==> config.mk <==
export PLATFORM = sky130hd
export DESIGN_NAME = bp_be_dcache_replay_queue
export DESIGN_NICKNAME = d
export VERILOG_FILES = /design/src/rtl/bp_be_dcache_pkg.sv /design/src/rtl/bp_be_replay_ptr.sv /design/src/rtl/bsg_mem_1r1w.sv /design/src/rtl/bp_be_dcache_replay_queue.sv
export SDC_FILE = /design/constraint.sdc
export NUM_CORES = 1
export LEC_CHECK = 0
export BUFFER_PORTS_ARGS = -buffer_cell sky130_fd_sc_hd__buf_2
export CORE_AREA = 10 10 87 59
export DETAILED_ROUTE_END_ITERATION = 8
export DIE_AREA = 0 0 97 69
export GPL_ROUTABILITY_DRIVEN = 1
export PLACE_DENSITY = 0.69
export SYNTH_ARGS = -nofsm -noshare
export SYNTH_HDL_FRONTEND = slang
export SYNTH_SLANG_ARGS = --single-unit
==> constraint.sdc <==
create_clock -name clk_i -period 2 [get_ports clk_i]
set_input_delay 0.2 -clock clk_i [delete_from_list [all_inputs] [get_ports clk_i]]
set_output_delay 0.2 -clock clk_i [all_outputs]
set_load 0.05 [all_outputs]
==> src/rtl/bp_be_dcache_pkg.sv <==
// Shared types and helpers for the D$ replay queue.
//   replay_ptr_width(els) : bits in a queue pointer (index plus wrap bit)
//   bp_be_replay_ptr_s    : {wrap, idx} view of a queue pointer
package bp_be_dcache_pkg;

  localparam int unsigned replay_idx_max_width_lp = 16;

  // Index bits plus one wrap bit, so full and empty differ only in the wrap bit
  function automatic int unsigned replay_ptr_width(input int unsigned els);
    return $clog2(els) + 1;
  endfunction

  typedef struct packed {
    logic                               wrap;
    logic [replay_idx_max_width_lp-1:0] idx;
  } bp_be_replay_ptr_s;

endpackage

==> src/rtl/bp_be_replay_ptr.sv <==
// Wrapping queue pointer with increment and load (load has priority).
//   clk_i, reset_i : clock, synchronous active-high reset (pointer -> 0)
//   inc_i          : advance by one
//   load_i         : replace with load_val_i
//   ptr_o          : current pointer value {wrap, idx}
module bp_be_replay_ptr #(
  parameter int unsigned width_p = 4
) (
  input  logic               clk_i,
  input  logic               reset_i,
  input  logic               inc_i,
  input  logic               load_i,
  input  logic [width_p-1:0] load_val_i,
  output logic [width_p-1:0] ptr_o
);

  logic [width_p-1:0] ptr_q, ptr_d;

  // Power-of-two depth means plain binary overflow gives the wrap bit for free
  always_comb begin
    ptr_d = ptr_q;
    if (load_i) begin
      ptr_d = load_val_i;
    end else if (inc_i) begin
      ptr_d = ptr_q + width_p'(1);
    end
  end

  always_ff @(posedge clk_i) begin
    if (reset_i) begin
      ptr_q <= '0;
    end else begin
      ptr_q <= ptr_d;
    end
  end

  assign ptr_o = ptr_q;

endmodule

==> src/rtl/bsg_mem_1r1w.sv <==
// Register file with one synchronous write port and one asynchronous read port.
//   w_clk_i/w_reset_i : write clock, write-blocking reset
//   w_v_i/w_addr_i/w_data_i : write request
//   r_v_i/r_addr_i/r_data_o : combinational read (zero when r_v_i is low)
module bsg_mem_1r1w #(
  parameter int unsigned width_p                 = 8,
  parameter int unsigned els_p                   = 8,
  parameter int unsigned read_write_same_addr_p  = 0,
  parameter int unsigned addr_width_lp           = (els_p > 1) ? $clog2(els_p) : 1
) (
  input  logic                     w_clk_i,
  input  logic                     w_reset_i,
  input  logic                     w_v_i,
  input  logic [addr_width_lp-1:0] w_addr_i,
  input  logic [width_p-1:0]       w_data_i,
  input  logic                     r_v_i,
  input  logic [addr_width_lp-1:0] r_addr_i,
  output logic [width_p-1:0]       r_data_o
);

  logic [width_p-1:0] mem_q [els_p];

  // Storage is not cleared on reset; writes are simply blocked while it is held
  always_ff @(posedge w_clk_i) begin
    if (w_v_i && !w_reset_i) begin
      mem_q[w_addr_i] <= w_data_i;
    end
  end

  assign r_data_o = r_v_i ? mem_q[r_addr_i] : '0;

endmodule

==> src/rtl/bp_be_dcache_replay_queue.sv <==
// Replay queue in front of bp_be_dcache: buffers requests until commit and
// replays from the oldest uncommitted entry on rollback. Also produces the
// pipeline-matched poison strobe and the one-cycle-late payload.
// Optional feature macro: BP_BE_REPLAY_WATCHDOG_EN (consecutive-rollback lock).
//   clk_i, reset_i   : clock, synchronous active-high reset
//   v_i, data_i      : enqueue request, {late, early} payload
//   ready_o          : queue not full
//   v_o, data_o      : issuable entry and its early payload
//   yumi_i           : cache accepted data_o
//   late_data_o      : late payload of the last issued entry
//   commit_i, roll_i : cache completion / miss rollback
//   poison_o         : kill the op issued pipe_depth_p cycles ago
//   count_o          : enqueued, not committed
//   inflight_o       : issued, not committed
//   lock_o           : rollback watchdog tripped (sticky)
module bp_be_dcache_replay_queue
  import bp_be_dcache_pkg::*;
#(
  parameter int unsigned early_width_p    = 1,
  parameter int unsigned late_width_p     = 1,
  parameter int unsigned els_p            = 8,
  parameter int unsigned pipe_depth_p     = 2,
  parameter int unsigned lock_max_limit_p = 8
) (
  input  logic                                 clk_i,
  input  logic                                 reset_i,
  input  logic                                 v_i,
  input  logic [late_width_p+early_width_p-1:0] data_i,
  output logic                                 ready_o,
  output logic                                 v_o,
  output logic [early_width_p-1:0]             data_o,
  input  logic                                 yumi_i,
  output logic [late_width_p-1:0]              late_data_o,
  input  logic                                 commit_i,
  input  logic                                 roll_i,
  output logic                                 poison_o,
  output logic [$clog2(els_p+1)-1:0]           count_o,
  output logic [$clog2(els_p+1)-1:0]           inflight_o,
  output logic                                 lock_o
);

  localparam int unsigned ptr_w_lp  = replay_ptr_width(els_p);
  localparam int unsigned idx_w_lp  = ptr_w_lp - 1;
  localparam int unsigned cnt_w_lp  = $clog2(els_p + 1);
  localparam int unsigned data_w_lp = late_width_p + early_width_p;

  logic [ptr_w_lp-1:0]  wptr, iptr, cptr, cptr_post;
  logic                 enq, issue;
  logic [data_w_lp-1:0] rdata;

  assign enq   = v_i & ready_o;
  // A rollback in the same cycle discards the yumi
  assign issue = yumi_i & ~roll_i;

  // Full when indices match but wrap bits differ
  assign ready_o = ~((wptr[idx_w_lp-1:0] == cptr[idx_w_lp-1:0])
                   & (wptr[ptr_w_lp-1] != cptr[ptr_w_lp-1]));
  assign v_o     = (iptr != wptr);

  // Rollback targets the commit pointer after this cycle's commit
  assign cptr_post = cptr + ptr_w_lp'(commit_i);

  bp_be_replay_ptr #(.width_p(ptr_w_lp)) wptr_u (
    .clk_i     (clk_i),
    .reset_i   (reset_i),
    .inc_i     (enq),
    .load_i    (1'b0),
    .load_val_i('0),
    .ptr_o     (wptr)
  );

  bp_be_replay_ptr #(.width_p(ptr_w_lp)) iptr_u (
    .clk_i     (clk_i),
    .reset_i   (reset_i),
    .inc_i     (yumi_i),
    .load_i    (roll_i),
    .load_val_i(cptr_post),
    .ptr_o     (iptr)
  );

  bp_be_replay_ptr #(.width_p(ptr_w_lp)) cptr_u (
    .clk_i     (clk_i),
    .reset_i   (reset_i),
    .inc_i     (commit_i),
    .load_i    (1'b0),
    .load_val_i('0),
    .ptr_o     (cptr)
  );

  bsg_mem_1r1w #(
    .width_p(data_w_lp),
    .els_p  (els_p)
  ) mem_u (
    .w_clk_i  (clk_i),
    .w_reset_i(reset_i),
    .w_v_i    (enq),
    .w_addr_i (wptr[idx_w_lp-1:0]),
    .w_data_i (data_i),
    .r_v_i    (1'b1),
    .r_addr_i (iptr[idx_w_lp-1:0]),
    .r_data_o (rdata)
  );

  assign data_o = rdata[early_width_p-1:0];

  // Late payload captured at issue, held until the next issue
  logic [late_width_p-1:0] late_q, late_d;

  always_comb begin
    late_d = late_q;
    if (issue) begin
      late_d = rdata[data_w_lp-1:early_width_p];
    end
  end

  always_ff @(posedge clk_i) begin
    if (reset_i) begin
      late_q <= '0;
    end else begin
      late_q <= late_d;
    end
  end

  assign late_data_o = late_q;

  // Issue history aligned to the cache pipeline depth
  logic [pipe_depth_p-1:0] issue_sr_q, issue_sr_d;

  if (pipe_depth_p == 1) begin : g_sr1
    assign issue_sr_d = issue;
  end else begin : g_srn
    assign issue_sr_d = {issue_sr_q[pipe_depth_p-2:0], issue};
  end

  always_ff @(posedge clk_i) begin
    if (reset_i) begin
      issue_sr_q <= '0;
    end else begin
      issue_sr_q <= issue_sr_d;
    end
  end

  assign poison_o = issue_sr_q[pipe_depth_p-1] & ~commit_i;

  assign count_o    = cnt_w_lp'(wptr - cptr);
  assign inflight_o = cnt_w_lp'(iptr - cptr);

`ifdef BP_BE_REPLAY_WATCHDOG_EN
  localparam int unsigned lock_w_lp = $clog2(lock_max_limit_p + 1);

  logic [lock_w_lp-1:0] roll_cnt_q, roll_cnt_d;
  logic                 lock_q, lock_d;

  // A commit clears the run; a roll in the same cycle starts a new run at one
  always_comb begin
    roll_cnt_d = roll_cnt_q;
    if (commit_i) begin
      roll_cnt_d = '0;
    end
    if (roll_i && (roll_cnt_d != lock_w_lp'(lock_max_limit_p))) begin
      roll_cnt_d = roll_cnt_d + lock_w_lp'(1);
    end
    lock_d = lock_q | (roll_cnt_d == lock_w_lp'(lock_max_limit_p));
  end

  always_ff @(posedge clk_i) begin
    if (reset_i) begin
      roll_cnt_q <= '0;
      lock_q     <= 1'b0;
    end else begin
      roll_cnt_q <= roll_cnt_d;
      lock_q     <= lock_d;
    end
  end

  assign lock_o = lock_q;
`else
  assign lock_o = 1'b0;
`endif

endmodule

==> results of run 1 <==
timing repair:
item                                   CTS  global route
setup endpoints to repair                5             6
pin swaps                                0             1
hold buffers                             0             0
buffers inserted                         0             0
gates resized for setup                  6             9
endpoints found under the hold margin    0             0
worst max-delay path, cell delays in order, from the launching register on:
cell,delay (ps)
dfxtp_1,370
buf_6,170
inv_1,80
fa_1,440
xnor2_2,210
buf_6,190
sequential cells by signal (all words and copies together), names as in the netlist, named ones only:
name and count:
mem_u.mem_q 16, cptr_u.ptr_o 4, iptr_u.ptr_o 4, wptr_u.ptr_o 4
issue_sr_q 2, late_data_o 1
where the power goes:
group | leakage, nW | internal [mW] | switching (mW)
clock | 0.0426 | 0.239 | 0.242
sequential | 0.293 | 0.756 | 0.0230
combinational | 0.507 | 0.197 | 0.360
layout make-up:
type,count,area (um^2)
Clock buffer,6,72.57
Clock inverter,2,8.758
Fill cell,292,1461
Inverter,10,37.54
Multi-Input combinational cell,99,858.3
Sequential cell,34,843.3
Tap cell,47,58.81
Timing Repair Buffer,32,211.5
synthesized netlist by cell type:
master,n
xnor2_1,16
mux2_2,1
and3_1,1
buf_4,3
o211ai_1,2
a21oi_1,4
o21ai_2,1
a211oi_1,3
or3b_4,1
or3_4,1
nor3_2,2
mux4_2,3
nand2_1,5
ha_1,11
nor2_1,20
nand4_1,3
conb_1,1
or2_1,1
inv_1,10
nand3_1,2
mux2i_1,7
edfxtp_1,16
xor2_1,4
buf_2,1
fa_1,2
a21o_1,2
nor2b_1,5
clkbuf_1,2
xnor2_2,1
dfxtp_1,18
path summary, 6_finish.rpt:
kind | to | cells after the start
worst min-delay path | mem_u.mem_q[6][0] | 1
worst max-delay path | count_o[2] | 5
worst max register to register | mem_u.mem_q[5][0] | 6
worst min register to register | issue_sr_q[1] | 1
logic make-up (layout without fill, tap and decap cells):
| family | count (synthesis) | count (layout) | synth area share [%] |
|---|---|---|---|
| fa+ha+maj | 13 | 13 | 10.30 |
| flops | 34 | 34 | 48.73 |
| compound gates | 12 | 12 | 4.713 |
| other cells | 1 | 1 | 0.2173 |
| simple gates | 41 | 41 | 12.11 |
| buf+inv | 16 | 50 | 4.206 |
| xor+xnor | 21 | 21 | 11.09 |
| mux | 11 | 11 | 8.629 |
per-stage QoR:
stage	std cells	TNS, ps	total power [mW]	setup WS (ps)	hold WS, ps
finish	230	0	1.817	56.24	195.7
global route	230	-30.51	1.907	-30.51	198.6
CTS	230	0	1.814	18.23	189.3
detailed placement	222	0	1.317	49.12	442.3
global placement	222	0	1.306	157.0	426.7
floorplan	149	0	1.182	48.02	271.6
metal layers:
layer | global-route usage, % | wire length (um) | vias up
met2 | 17.52 | 1713 | 26
met5 | 0 | 0 | -
li1 | - | - | 576
met1 | 15.13 | 1851 | 567
met3 | 4.167 | 240 | 4
met4 | 4.362 | 47 | 0
==> impl_metrics.yaml, run 1 <==
route:
  wl_um: 3852
  vias_per_cell: 5.100
  post_drt_wl_per_cell_um: 16.75
  via_count: 1173
  drc: 0
  first_pass_iters: 4
  detail-route-antenna-nets: 0
  drtIter0Drc: 62
timing:
  final-setup-viol-count: 0
  fmax_mhz: 514.5
  drv_slew: 0
  rsz0062_at_grt: "true"
  finClkSkew_ps: 3.919
  finalHoldViolCount: 0
  final.period_utilization_pct: 97.19
  fin_crit_ps: 1944
flow_run:
  drv_cap: 0
clock_tree:
  worstSkewPairLatency_ps: 290
  cts_root_buf: "clkbuf_8"
  cts_buffers: 5
  clock_sinks: 34
  cts_tree: "done"
  cts-htree-levels: 2
  clk_pin_slew_ps: 70
  cts_max_path_buffers: 2
critical_path:
  crit_fanout: 9
  critPathLaunch: "wptr_u.ptr_o[1]"
  critPathLaunchType: "flip-flop"
  r2r-start: "cptr_u.ptr_o[2]"
  cp-end-kind: "output port"
  arrival_ps: 1740
  r2r_slack_ps: 110
  crit_type: "flip-flop to output port"
  cp.required_ps: 1800
run_status:
  outcome: "finished, final reports clean"
yosys:
  synthCells: 149
  synth_top_area_share_pct: 27.85
  syn_avg_cell_area_um2: 11.58
  synth_nets: 170
  seq_area_frac_synth_pct: 48.73
  synth_cell_type_count: 30
  synth.area.top_cells: "edfxtp_1 28%, dfxtp_1 21%, xnor2_1 8.1%"
  ys_ff_latch: 34
  syn_area_um2: 1725
  yosysWarnings: 0
  yosysTopAreaCell: "edfxtp_1"
global_route:
  grt_pass1_vias: 1268
  grt_usage_pct: 11.74
  grt_overflow: 0
  antenna_found_initial: 0
  grt_pass1_wl_um: 6403
  grt_max_degree: 16
finish:
  final_cell_mix: "19 x nor2_1, 16 x dfxtp_1, 16 x buf_2, 16 x edfxtp_1"
  diodes: 0
  fin_util_pct: 58.86
  drive_gt1_share_pct: 30.60
  syn_to_final_growth_pct: 21.18
  nets: 203
  layout_commonest_cell: "nor2_1"
  fin_area_um2: 2091
hold_path:
  hold_class: "input pin to flip-flop"
  hp-start: "data_i[0]"
place:
  dp_hpwl_um: 2952
  post_dp_cell_area_um2: 1962
  place.gp.congestion: 0.8537
  port_buffers: 20
die:
  dieWidth_um: 97
  placementRows: 17
  initial_core_util_pct: 48.57
  die_area_um2: 6693
  ios: 22
  core_um2: 3552
  die_h_um: 69
power_and_ir_drop:
  leakage_nw: 0.8427
  powerDensity_nw_per_um2: 869.2
  peakVddDrop_mv: 0.4623
(Power assumes the default switching activity.)
==> run 2: changes to the inputs <==
Settings changed: PLACE_DENSITY 0.69 to not set, PLACE_DENSITY_LB_ADDON set to 0.1.
==> impl_metrics.yaml, run 2 (synthesis gave the netlist of run 1 again) <==
die:
  core_um2: 3552
  die_area_um2: 6693
  placementRows: 17
  dieWidth_um: 97
  initial_core_util_pct: 48.57
  die_h_um: 69
  ios: 22
clock_tree:
  cts_max_path_buffers: 2
  cts_hold_buf: 0
  cts_buffers: 5
  worstSkewPairLatency_ps: 280
  cts-htree-levels: 2
  clk_pin_slew_ps: 70
  cts_root_buf: "clkbuf_8"
  clock_sinks: 34
  cts_tree: "done"
global_route:
  grt_overflow: 0
  antenna_found_initial: 0
  grt_pass1_vias: 1184
  grt_max_degree: 16
  grt_usage_pct: 11.59
  grt_pass1_wl_um: 6313
route:
  highest_layer: "met4"
  wl_met1_um: 1996
  first_pass_iters: 4
  wl_um: 3886
  vias_per_cell: 5.044
  detail-route-antenna-nets: 0
  drtIter0Drc: 28
  post_drt_wl_per_cell_um: 17.04
  via_count: 1150
  wl_met2_um: 1719
  wl_met3_um: 147
  drc: 0
timing:
  rsz0062_at_grt: "true"
  final-setup-viol-count: 0
  fmax_mhz: 515.4
  finalHoldViolCount: 0
  finClkSkew_ps: 4.495
  final.period_utilization_pct: 97.02
  drv_slew: 0
  worst_slack_ps: 59.67
  fin_crit_ps: 1940
critical_path:
  crit_type: "flip-flop to output port"
  path_cells: "mux4_2, mux2_2, buf_2"
  arrival_ps: 1740
  slowest_stage: "mux4_2"
  slowest_delay_ps: 540
  crit_fanout: 6
  cp.required_ps: 1800
  critPathLaunchType: "flip-flop"
  critPathTopFamily: "multiplexers"
  cp-end-kind: "output port"
  crit_buf_inv: 1
place:
  place.gp.congestion: 0.7889
  dp_hpwl_um: 3085
  post_dp_cell_area_um2: 1947
  dp_slack_ps: 82.87
  port_buffers: 20
power_and_ir_drop:
  pwr-share-seq_pct: 42.5
  p_int_mw: 1.224
  peakVddDrop_mv: 0.4391
  switchingPower_mw: 0.6150
  leakage_nw: 0.8391
  switching_share_pct: 33.45
  clkPwrFrac_pct: 28.0
  pwr-share-comb_pct: 29.4
  powerDensity_nw_per_um2: 890.1
finish:
  drive_gt1_share_pct: 29.83
  nets: 201
  largest_reg_flops: 16
  final_cell_mix: "20 x nor2_1, 16 x dfxtp_1, 16 x buf_2, 16 x edfxtp_1, 13 x xnor2_1"
  syn_to_final_growth_pct: 19.72
  fin_area_um2: 2066
  layout_commonest_cell: "nor2_1"
  diodes: 0
  regMostFlops: "mem_u.mem_q"
  fill_cells: 306
hold_path:
  hold_class: "input pin to flip-flop"
flow_run:
  drv_cap: 0
run_status:
  outcome: "finished, final reports clean"
==> run 2: power by group through the flow <==
stage / clock [mW] / sequential, mW / combinational [mW]
CTS: 0.530 / 0.782 / 0.534
global route: 0.560 / 0.785 / 0.582
global placement: 0 / 0.797 / 0.511
floorplan: 0 / 0.797 / 0.385
finish: 0.515 / 0.782 / 0.541
detailed placement: 0 / 0.797 / 0.519
==> run 2: path summary, 6_finish.rpt <==
| path | startpoint | endpoint | slack [ps] | cells past startpoint |
|---|---|---|---|---|
| hold / removal | data_i[0] | mem_u.mem_q[6][0] | 200 | 1 |
| setup reg to reg | cptr_u.ptr_o[1] | mem_u.mem_q[1][1] | 120 | 6 |
| hold reg to reg | issue_sr_q[0] | issue_sr_q[1] | 470 | 1 |
| setup / recovery | flip-flop | data_o | 60 | 3 |
==> run 2: metrics by stage <==
stage                     setup TNS, ps  total power [mW]  std cells  hold slack, ps  util (%)
after floorplan                       0             1.182        149           271.6         -
after global placement                0             1.308        220           427.6     54.81
after detailed placement              0             1.317        220           459.3     54.81
after CTS                             0             1.847        228           205.0     57.66
after global routing             -3.343             1.927        228           212.6     58.15
final                                 0             1.839        228           203.7     58.15
==> run 2: layout make-up <==
| type | count | area, um^2 | share of cell area (%) |
|---|---|---|---|
| Multi-Input combinational cell | 99 | 842.1 | 40.76 |
| Timing Repair Buffer | 30 | 192.7 | 9.328 |
| Inverter | 10 | 37.54 | 1.817 |
| Clock inverter | 1 | 5.005 | 0.2423 |
| Tap cell | 47 | 58.81 | 2.847 |
| Sequential cell | 34 | 843.3 | 40.82 |
| Clock buffer | 7 | 86.33 | 4.179 |
==> run 2: layer usage <==
layer,vias up,track usage [%]
met1,552,16.09
met5,-,0
li1,568,-
met2,25,17.01
met3,5,3.671
met4,0,2.423
==> run 2: worst reg2reg max path, cell delays in order, from the launching register on <==
cell	delay, ps
dfxtp_1	330
inv_1	100
ha_1	330
nand3_1	130
o21ai_2	80
or3_4	370
nor2_1	230
==> run 2: what timing repair did <==
item	CTS	global route
pin swaps	0	0
setup buffers	0	0
setup endpoints to repair	3	14
cloned	0	0
resized for setup	4	8
